$ cat config.mk
export PLATFORM = sky130hd
export DESIGN_NAME = mul_iter_flat
export DESIGN_NICKNAME = d
export VERILOG_FILES = /design/src/rtl/mul_iter_pkg.sv /design/src/rtl/mul_iter_if.sv /design/src/rtl/mul_iter_dp.sv /design/src/rtl/mul_iter.sv /design/src/flat_wrapper.sv
export SDC_FILE = /design/constraint.sdc
export NUM_CORES = 1
export LEC_CHECK = 0
export CORE_MARGIN = 2
export CORE_UTILIZATION = 57
export CTS_BUF_LIST = sky130_fd_sc_hd__clkbuf_4
export CTS_CLUSTER_SIZE = 24
export DETAILED_ROUTE_END_ITERATION = 8
export HOLD_SLACK_MARGIN = 0.1
export PLACE_DENSITY = 0.81
export SETUP_SLACK_MARGIN = 0.05
export SLEW_MARGIN = 20
export SYNTH_ARGS = -nofsm -noshare
export SYNTH_HDL_FRONTEND = slang
export SYNTH_SLANG_ARGS = --single-unit
$ cat constraint.sdc
create_clock -name clk -period 6.5 [get_ports clk]
set_input_delay 1.625 -clock clk [delete_from_list [all_inputs] [get_ports clk]]
set_output_delay 1.625 -clock clk [all_outputs]
set_load 0.03 [all_outputs]
$ cat src/rtl/mul_iter_pkg.sv
// mul_iter_pkg -- shared types and constants for the iterative multiplier.
// Holds the controller state encoding and the supported operand width range.
package mul_iter_pkg;

  typedef enum logic [1:0] {
    IDLE = 2'd0,
    CALC = 2'd1,
    DONE = 2'd2
  } state_t;

  localparam int WIDTH_MIN = 4;
  localparam int WIDTH_MAX = 32;

  // Bits needed to count WIDTH shift-add steps; width is clamped to the
  // supported range so the counter never degenerates.
  function automatic int cnt_width(input int w);
    int c;
    c = w;
    if (c < WIDTH_MIN) c = WIDTH_MIN;
    if (c > WIDTH_MAX) c = WIDTH_MAX;
    return $clog2(c);
  endfunction

endpackage

$ cat src/rtl/mul_iter_if.sv
// mul_iter_if -- request/result bundle between a requester and mul_iter.
// The master drives the operands and op_start; the slave returns busy,
// the finish pulse and the registered product.
interface mul_iter_if #(
  parameter int WIDTH = 16
);
  logic                 op_start;
  logic                 signed_op;
  logic [WIDTH-1:0]     A;
  logic [WIDTH-1:0]     B;
  logic                 busy;
  logic                 mul_finish;
  logic [2*WIDTH-1:0]   Y;

  modport master (
    output op_start, signed_op, A, B,
    input  busy, mul_finish, Y
  );

  modport slave (
    input  op_start, signed_op, A, B,
    output busy, mul_finish, Y
  );
endinterface

$ cat src/rtl/mul_iter_dp.sv
// mul_iter_dp -- radix-2 shift-add datapath for mul_iter.
// Operands are latched on load, one partial product is added per step, and
// the product register is written on the final step.
// Build option: MUL_ITER_SIGNED_EN adds magnitude and negation logic for
// two's-complement operands; without it every multiply is unsigned.
module mul_iter_dp #(
  parameter int WIDTH = 16
) (
  input  logic                 clk,
  input  logic                 rst,
  input  logic                 load,
  input  logic                 step,
  input  logic                 last,
  input  logic                 signed_op,
  input  logic [WIDTH-1:0]     a,
  input  logic [WIDTH-1:0]     b,
  output logic [2*WIDTH-1:0]   y
);

  logic [2*WIDTH-1:0] mcand;
  logic [2*WIDTH-1:0] acc;
  logic [WIDTH-1:0]   mplier;
  logic [2*WIDTH-1:0] sum_next;

  assign sum_next = acc + (mplier[0] ? mcand : '0);

`ifdef MUL_ITER_SIGNED_EN
  logic neg;

  // Magnitude as a WIDTH-bit unsigned value; the most negative input maps
  // to 2^(WIDTH-1), which still fits.
  function automatic logic [WIDTH-1:0] magnitude(input logic signed [WIDTH-1:0] v);
    return v[WIDTH-1] ? WIDTH'(-v) : WIDTH'(v);
  endfunction

  // Restore the sign of the product; negating zero yields zero.
  function automatic logic [2*WIDTH-1:0] apply_sign(input logic [2*WIDTH-1:0] p,
                                                     input logic n);
    return n ? -p : p;
  endfunction

  // Operand latch, shift-add step and sign-corrected product load
  always_ff @(posedge clk or posedge rst) begin
    if (rst) begin
      mcand  <= '0;
      mplier <= '0;
      acc    <= '0;
      neg    <= 1'b0;
      y      <= '0;
    end else if (load) begin
      mcand  <= {{WIDTH{1'b0}}, (signed_op ? magnitude(a) : a)};
      mplier <= signed_op ? magnitude(b) : b;
      neg    <= signed_op & (a[WIDTH-1] ^ b[WIDTH-1]);
      acc    <= '0;
    end else if (step) begin
      acc    <= sum_next;
      mcand  <= mcand << 1;
      mplier <= mplier >> 1;
      if (last) y <= apply_sign(sum_next, neg);
    end
  end
`else
  logic unused_signed_op;
  assign unused_signed_op = signed_op;

  // Operand latch, shift-add step and product load
  always_ff @(posedge clk or posedge rst) begin
    if (rst) begin
      mcand  <= '0;
      mplier <= '0;
      acc    <= '0;
      y      <= '0;
    end else if (load) begin
      mcand  <= {{WIDTH{1'b0}}, a};
      mplier <= b;
      acc    <= '0;
    end else if (step) begin
      acc    <= sum_next;
      mcand  <= mcand << 1;
      mplier <= mplier >> 1;
      if (last) y <= sum_next;
    end
  end
`endif

endmodule

$ cat src/rtl/mul_iter.sv
// mul_iter -- iterative WIDTH x WIDTH multiplier, one shift-add per cycle.
// Controller (IDLE/CALC/DONE FSM and step counter) lives here; arithmetic
// lives in mul_iter_dp.
// Build option: MUL_ITER_SIGNED_EN enables two's-complement operands
// selected by signed_op; otherwise signed_op is ignored.
module mul_iter
  import mul_iter_pkg::*;
#(
  parameter int WIDTH = 16
) (
  input logic        clk,
  input logic        rst,
  mul_iter_if.slave  bus
);

  localparam int CNT_W = cnt_width(WIDTH);

  state_t           state;
  logic [CNT_W-1:0] cnt;
  logic             busy_q;
  logic             finish_q;
  logic             accept;
  logic             step;
  logic             last;

  // A new request is taken whenever no multiply is running, including DONE.
  assign accept = bus.op_start && (state != CALC);
  assign step   = (state == CALC);
  assign last   = step && (cnt == CNT_W'(WIDTH - 1));

  assign bus.busy       = busy_q;
  assign bus.mul_finish = finish_q;

  // Controller FSM with registered busy and finish outputs
  always_ff @(posedge clk or posedge rst) begin
    if (rst) begin
      state    <= IDLE;
      cnt      <= '0;
      busy_q   <= 1'b0;
      finish_q <= 1'b0;
    end else begin
      case (state)
        IDLE, DONE: begin
          finish_q <= 1'b0;
          if (bus.op_start) begin
            state  <= CALC;
            cnt    <= '0;
            busy_q <= 1'b1;
          end else begin
            state  <= IDLE;
            busy_q <= 1'b0;
          end
        end
        CALC: begin
          cnt <= cnt + CNT_W'(1);
          if (last) begin
            state    <= DONE;
            busy_q   <= 1'b0;
            finish_q <= 1'b1;
          end
        end
        default: begin
          state    <= IDLE;
          busy_q   <= 1'b0;
          finish_q <= 1'b0;
        end
      endcase
    end
  end

  mul_iter_dp #(
    .WIDTH (WIDTH)
  ) u_dp (
    .clk       (clk),
    .rst       (rst),
    .load      (accept),
    .step      (step),
    .last      (last),
    .signed_op (bus.signed_op),
    .a         (bus.A),
    .b         (bus.B),
    .y         (bus.Y)
  );

endmodule

$ cat src/flat_wrapper.sv
// flat-port wrapper written by rule: the top's interface ports become plain ports
module mul_iter_flat import mul_iter_pkg::*;
#(
  parameter int WIDTH = 16
)
  (clk, rst, bus_op_start, bus_signed_op, bus_A, bus_B, bus_busy, bus_mul_finish, bus_Y);
  mul_iter_if #(.WIDTH(WIDTH)) bus_i ();
  input logic clk;
  input logic rst;
  input wire logic [$bits(bus_i.op_start)-1:0] bus_op_start;
  input wire logic [$bits(bus_i.signed_op)-1:0] bus_signed_op;
  input wire logic [$bits(bus_i.A)-1:0] bus_A;
  input wire logic [$bits(bus_i.B)-1:0] bus_B;
  output wire logic [$bits(bus_i.busy)-1:0] bus_busy;
  output wire logic [$bits(bus_i.mul_finish)-1:0] bus_mul_finish;
  output wire logic [$bits(bus_i.Y)-1:0] bus_Y;
  assign bus_i.op_start = bus_op_start;
  assign bus_i.signed_op = bus_signed_op;
  assign bus_i.A = bus_A;
  assign bus_i.B = bus_B;
  assign bus_busy = bus_i.busy;
  assign bus_mul_finish = bus_i.mul_finish;
  assign bus_Y = bus_i.Y;
  mul_iter #(.WIDTH(WIDTH)) u_core (.clk(clk), .rst(rst), .bus(bus_i));
endmodule
* Word level (Yosys, flattened, before mapping)
Cells that the tools add are included.
** Storage, ports and cells
- Bits in registers :: 120
- Output and inout bits :: 34
** Cells by class
- Add/sub/neg operators :: 2
- Equality and inequality tests :: 6
- Mux-type cells :: 17
- Bitwise operators :: 1
- Reduce and logical (&&, ||, !) cells :: 8
** Operators by type and width (count)
- two-way mux 32 bit :: 5
- adder 32 bit :: 1
- two-way mux 16 bit :: 2
- case mux 4 bit (2 select lines) :: 1
- two-way mux 1 bit :: 5
- adder 4 x 1 -> 4 bit (second input constant) :: 1
- == test 4 bit (second input constant) :: 1
- two-way mux 4 bit :: 1
- inequality test 2 bit (second input constant) :: 2
- case mux 2 bit (2 select lines) :: 1
- nonzero test 2 bit :: 2
- AND reduction 3 bit :: 1
- == test 2 x 1 -> 1 bit (second input constant) :: 1
- == test 2 bit (second input constant) :: 1
- logical AND 1 bit :: 2
- zero test 2 bit :: 1
- two-way mux 2 bit :: 1
- inequality test 2 x 1 -> 1 bit (second input constant) :: 1
- case mux 1 bit (2 select lines) :: 1
- AND reduction 2 bit :: 1
- OR reduction 2 bit :: 1
- NOT 1 bit :: 1

* Depth between registers and ports, before layout
- Depth after elaboration :: 4
- Mapped depth :: 12
- Depth with buffers taken out :: 11

* Hierarchy
A second synthesis with hierarchy kept.
** Unflattened totals
- Cells, all modules :: 784
- Area, all modules :: 7156.9 um^2
** By module, submodules not included
- mul_iter_dp :: instances 1, cells each 751, area an instance 6829.0 um^2, seq. area each 2802.7 um^2
- mul_iter :: instances 1, cells each 33, area an instance 327.8 um^2, seq. area each 150.1 um^2

* Worst setup path before layout
OpenSTA, ideal clock, no wires.
- Kind :: input to register
- Start :: in bus_op_start
- End :: reg u_core.u_dp.mplier[10]
- Arrival :: 2.632 ns
- Path slack :: 3.733 ns
- Cell stages on the path :: 4
- Path buffers :: 2
- Cell sequence :: clkbuf_1 > buf_1 > mux2i_1 > o21ai_0
** On the way
- Cells in the longest elaborated chain, start to end :: 2
** RTL lines
- start: declaration :: line flat_wrapper.sv:10 : input wire logic [$bits(bus_i.op_start)-1:0] bus_op_start;
- logical AND 1 bit * :: line mul_iter.sv:27 : assign accept = bus.op_start && (state != CALC);
- two-way mux 16 bit / nonzero test 2 bit (equally long branches)
- end signal: assignment :: line mul_iter_dp.sv:80 : mplier <= mplier >> 1;
- end: declaration :: line mul_iter_dp.sv:22 : logic [WIDTH-1:0] mplier;
Every way passes the cells marked *; elsewhere a longest branch is shown, timed or not.
A chain may end at the register's enable or synchronous reset.

* Final worst setup path
- Start :: reg u_core.u_dp.mplier[0]
- End :: reg u_core.u_dp.y[22]
** On the way
- Cells in the longest elaborated chain, start to end :: 2
** RTL lines
- two-way mux 32 bit :: line mul_iter_dp.sv:25 : assign sum_next = acc + (mplier[0] ? mcand : '0);
- adder 32 bit :: line mul_iter_dp.sv:25
- end signal: assignment :: line mul_iter_dp.sv:81 : if (last) y <= sum_next;
- end: declaration :: line mul_iter_dp.sv:17 : output logic [2*WIDTH-1:0] y
Every way passes these cells.

==> results_dict.tcl <==
set metrics [dict create \
    gp_congestion 0.889 \
    cts_hold_buf 0 \
    cts_setup_buffers 0 \
    setup_viol 0 \
    multi_input_area_mm2 0.00353 \
    crit_chain "and2_1 -> ha_1 -> fa_1 -> a21oi_1 -> o21ai_1 -> a211oi_2 -> nor3_1 -> nor3_1 -> o21ai_0 -> xnor2_1 -> o21ai_0" \
    synth.ff_latch_count 118 \
    first_pass_iters 5 \
    viasPerCell 5.78 \
    synth_flop_cell "dfrtp_1" \
    power.density_mw_per_mm2 447 \
    arrival_ps 3960 \
    slowest_stage "dfrtp_1" \
    startpoint_type "flop" \
    yosysSeqAreaShare 0.440 \
    final_common_cell "nand2_1" \
    cts_buffers 17 \
    drcViolationCount 0 \
    dpl_cell_area_mm2 0.00741 \
    cts.reportedPaths.clkPinSlew_ps 100 \
    track_usage 0.245 \
    vias 5391 \
    rows 39 \
    leakagePower_nw 3.65 \
    grt.overflow.total 0 \
    antenna_left 0 \
    finalCritPeriodShare 0.548 \
    grt_pass1_vias 5102 \
    htreeDepth 4 \
    yosys_warnings 0 \
    netlist_area_mm2 0.00671 \
    slew_violations 0 \
    area_growth_pct 15.0 \
    irDropWorstVdd_v 0.000392 \
    cts_resized 0 \
    slowest_delay_ps 730 \
    nets 847 \
    reg2reg_to "u_core.u_dp.y[22]" \
    hold_violations 0 \
    start_util 0.585 \
    yosysUniqueCellTypes 51 \
    rr_worst_depth 11 \
    die-area_mm2 0.0126 \
    cap_violations 0 \
    min_period_ps 3560 \
    drtIter0Drc 460 \
    rsz0062_at_grt "false" \
    antenna_found_initial 0 \
    crit_path_end_kind "flop" \
    fin_setup_tns_ps 0 \
    path_class "reg2reg" \
    regArea_mm2 0.00295 \
    num_antenna_cells 0 \
    fmax_ghz 0.281 \
    hp-start "u_core.u_dp.y[21]" \
    portBuffers 68 \
    min_path_type "reg2reg" \
    min_path_cells 2 \
    synth_edf_count 0 \
    critPathRequiredTime_ps 6890 \
    total_power_mw 3.44 \
    final_cell_mix "nand2_1, dfrtp_1, o21ai_0, clkdlybuf4s50_1, nand3b_1" \
    synth_nets 804 \
    rrSetupSlack_ps 2940 \
    netlist_instances 735 \
    grt_start_max_net_pins 88 \
    die_h_um 112 \
    async_flop_share 1.00 \
    status "completed" \
    post-dp-hpwl_um 9780 \
    root_buffer "clkbuf_4" \
    holdPathEnd "u_core.u_dp.y[21]" \
    grt_pass1_wl_um 24900 \
    final_cell_area_mm2 0.00771 \
    cts_tree "built" \
    coreArea_mm2 0.0115 \
    routedWlPerCell_um 15.6 \
    fillers 938 \
    relSlewSlack 0.351 \
    tightestPinTransition_ps 970 \
    worstPathMaxFanout 33 \
    drt-total-wl_um 14600 \
    cts_buffer_depth 2 \
    ios 70 \
    avgSynthCellArea_um2 9.12 \
    clkLatencyLatePin_ps 560 \
    drive_above_1_share 0.0658 \
    r2r-start "u_core.u_dp.mplier[0]" \
    skew_ps 22.3 \
    die_w_um 112 \
    cts_sinks 118 \
]
power breakdown:
part,total (mW),internal (mW),leakage (nW),switching (mW)
combinational,1.59,0.611,2.00,0.976
sequential,1.27,1.05,1.48,0.226
clock,0.585,0.305,0.167,0.280
Yosys cell counts (all sizes together) (3+ instances only):
cell | instances | share of area
a21oi | 32 | 0.025
o21bai | 4 | 0.0045
ha | 32 | 0.060
and2 | 31 | 0.029
inv | 9 | 0.0050
nor3 | 3 | 0.0022
nor2 | 21 | 0.012
a221oi | 3 | 0.0049
nand2b | 3 | 0.0028
mux2i | 32 | 0.048
o211ai | 3 | 0.0049
nand4 | 9 | 0.0084
xor2 | 12 | 0.016
nand2 | 149 | 0.084
and3 | 3 | 0.0028
a211oi | 3 | 0.0041
clkbuf | 38 | 0.021
nand3 | 8 | 0.0060
o21a | 5 | 0.0056
xnor2 | 21 | 0.027
a22o | 3 | 0.0039
a31oi | 6 | 0.0056
o31ai | 3 | 0.0049
nand3b | 49 | 0.055
o21ai | 97 | 0.073
nor2b | 3 | 0.0028
dfrtp | 118 | 0.44
buf | 10 | 0.0082
a21o | 12 | 0.013
metal layers:
layer | up-vias | track usage | part of all wire
met5 | - | 0 | 0
met2 | 138 | 0.349 | 0.43
met4 | 0 | 0.0894 | 0.016
met3 | 27 | 0.0756 | 0.065
met1 | 2575 | 0.355 | 0.49
li1 | 2651 | - | -
worst max-delay path, delay by kind of cell (launching register included):
| kind | cells | cell delay, ps |
|---|---|---|
| xor gates and xnor gates | 1 | 200 |
| DFF | 1 | 730 |
| adders and majority gates | 2 | 630 |
| AOI/OAI and AO/OA | 5 | 1050 |
| and+or+nand+nor | 3 | 810 |
cell type report:
class / instances / area share
clock buffers: 19 / 0.0185
well taps: 143 / 0.0232
clock inverters: 12 / 0.0208
multi-input cells: 559 / 0.458
flip-flops and latches: 118 / 0.383
repair buffers: 72 / 0.0915
inverters: 10 / 0.00519
through the flow:
step	setup WS [ps]	hold slack, ps	cells	utilization
finish	2940	480	933	0.672
global route	2640	509	933	0.672
CTS	2940	487	933	0.672
detailed placement	2970	469	902	0.646
global placement	3030	460	902	0.646
floorplan	1750	449	735	-
logic make-up after synthesis:
group                      share of synthesized area
buffers and inverters                         0.0351
and+or+nand+nor                                0.208
adders and majority gates                     0.0627
xor gates and xnor gates                      0.0431
muxes                                         0.0494
AOI/OAI and AO/OA                              0.161
DFF                                            0.440
flip-flops by register name (all words and copies together) (netlist names):
signal              count
u_core.u_dp.acc        32
u_core.u_dp.mcand      32
u_core.u_dp.y          32
u_core.u_dp.mplier     16
u_core.cnt              4
u_core.state            2
worst max path at each step:
stage                                from                end  slack (ps)
global placement    u_core.u_dp.mplier[0]  u_core.u_dp.y[22]        3030
floorplan                             rst      u_core.cnt[0]        1750
finish              u_core.u_dp.mplier[0]  u_core.u_dp.y[22]        2940
global route        u_core.u_dp.mplier[0]  u_core.u_dp.y[22]        2640
detailed placement  u_core.u_dp.mplier[0]  u_core.u_dp.y[22]        2970
CTS                 u_core.u_dp.mplier[0]  u_core.u_dp.y[22]        2940
No activity file was read; power rests on OpenSTA's default activity.
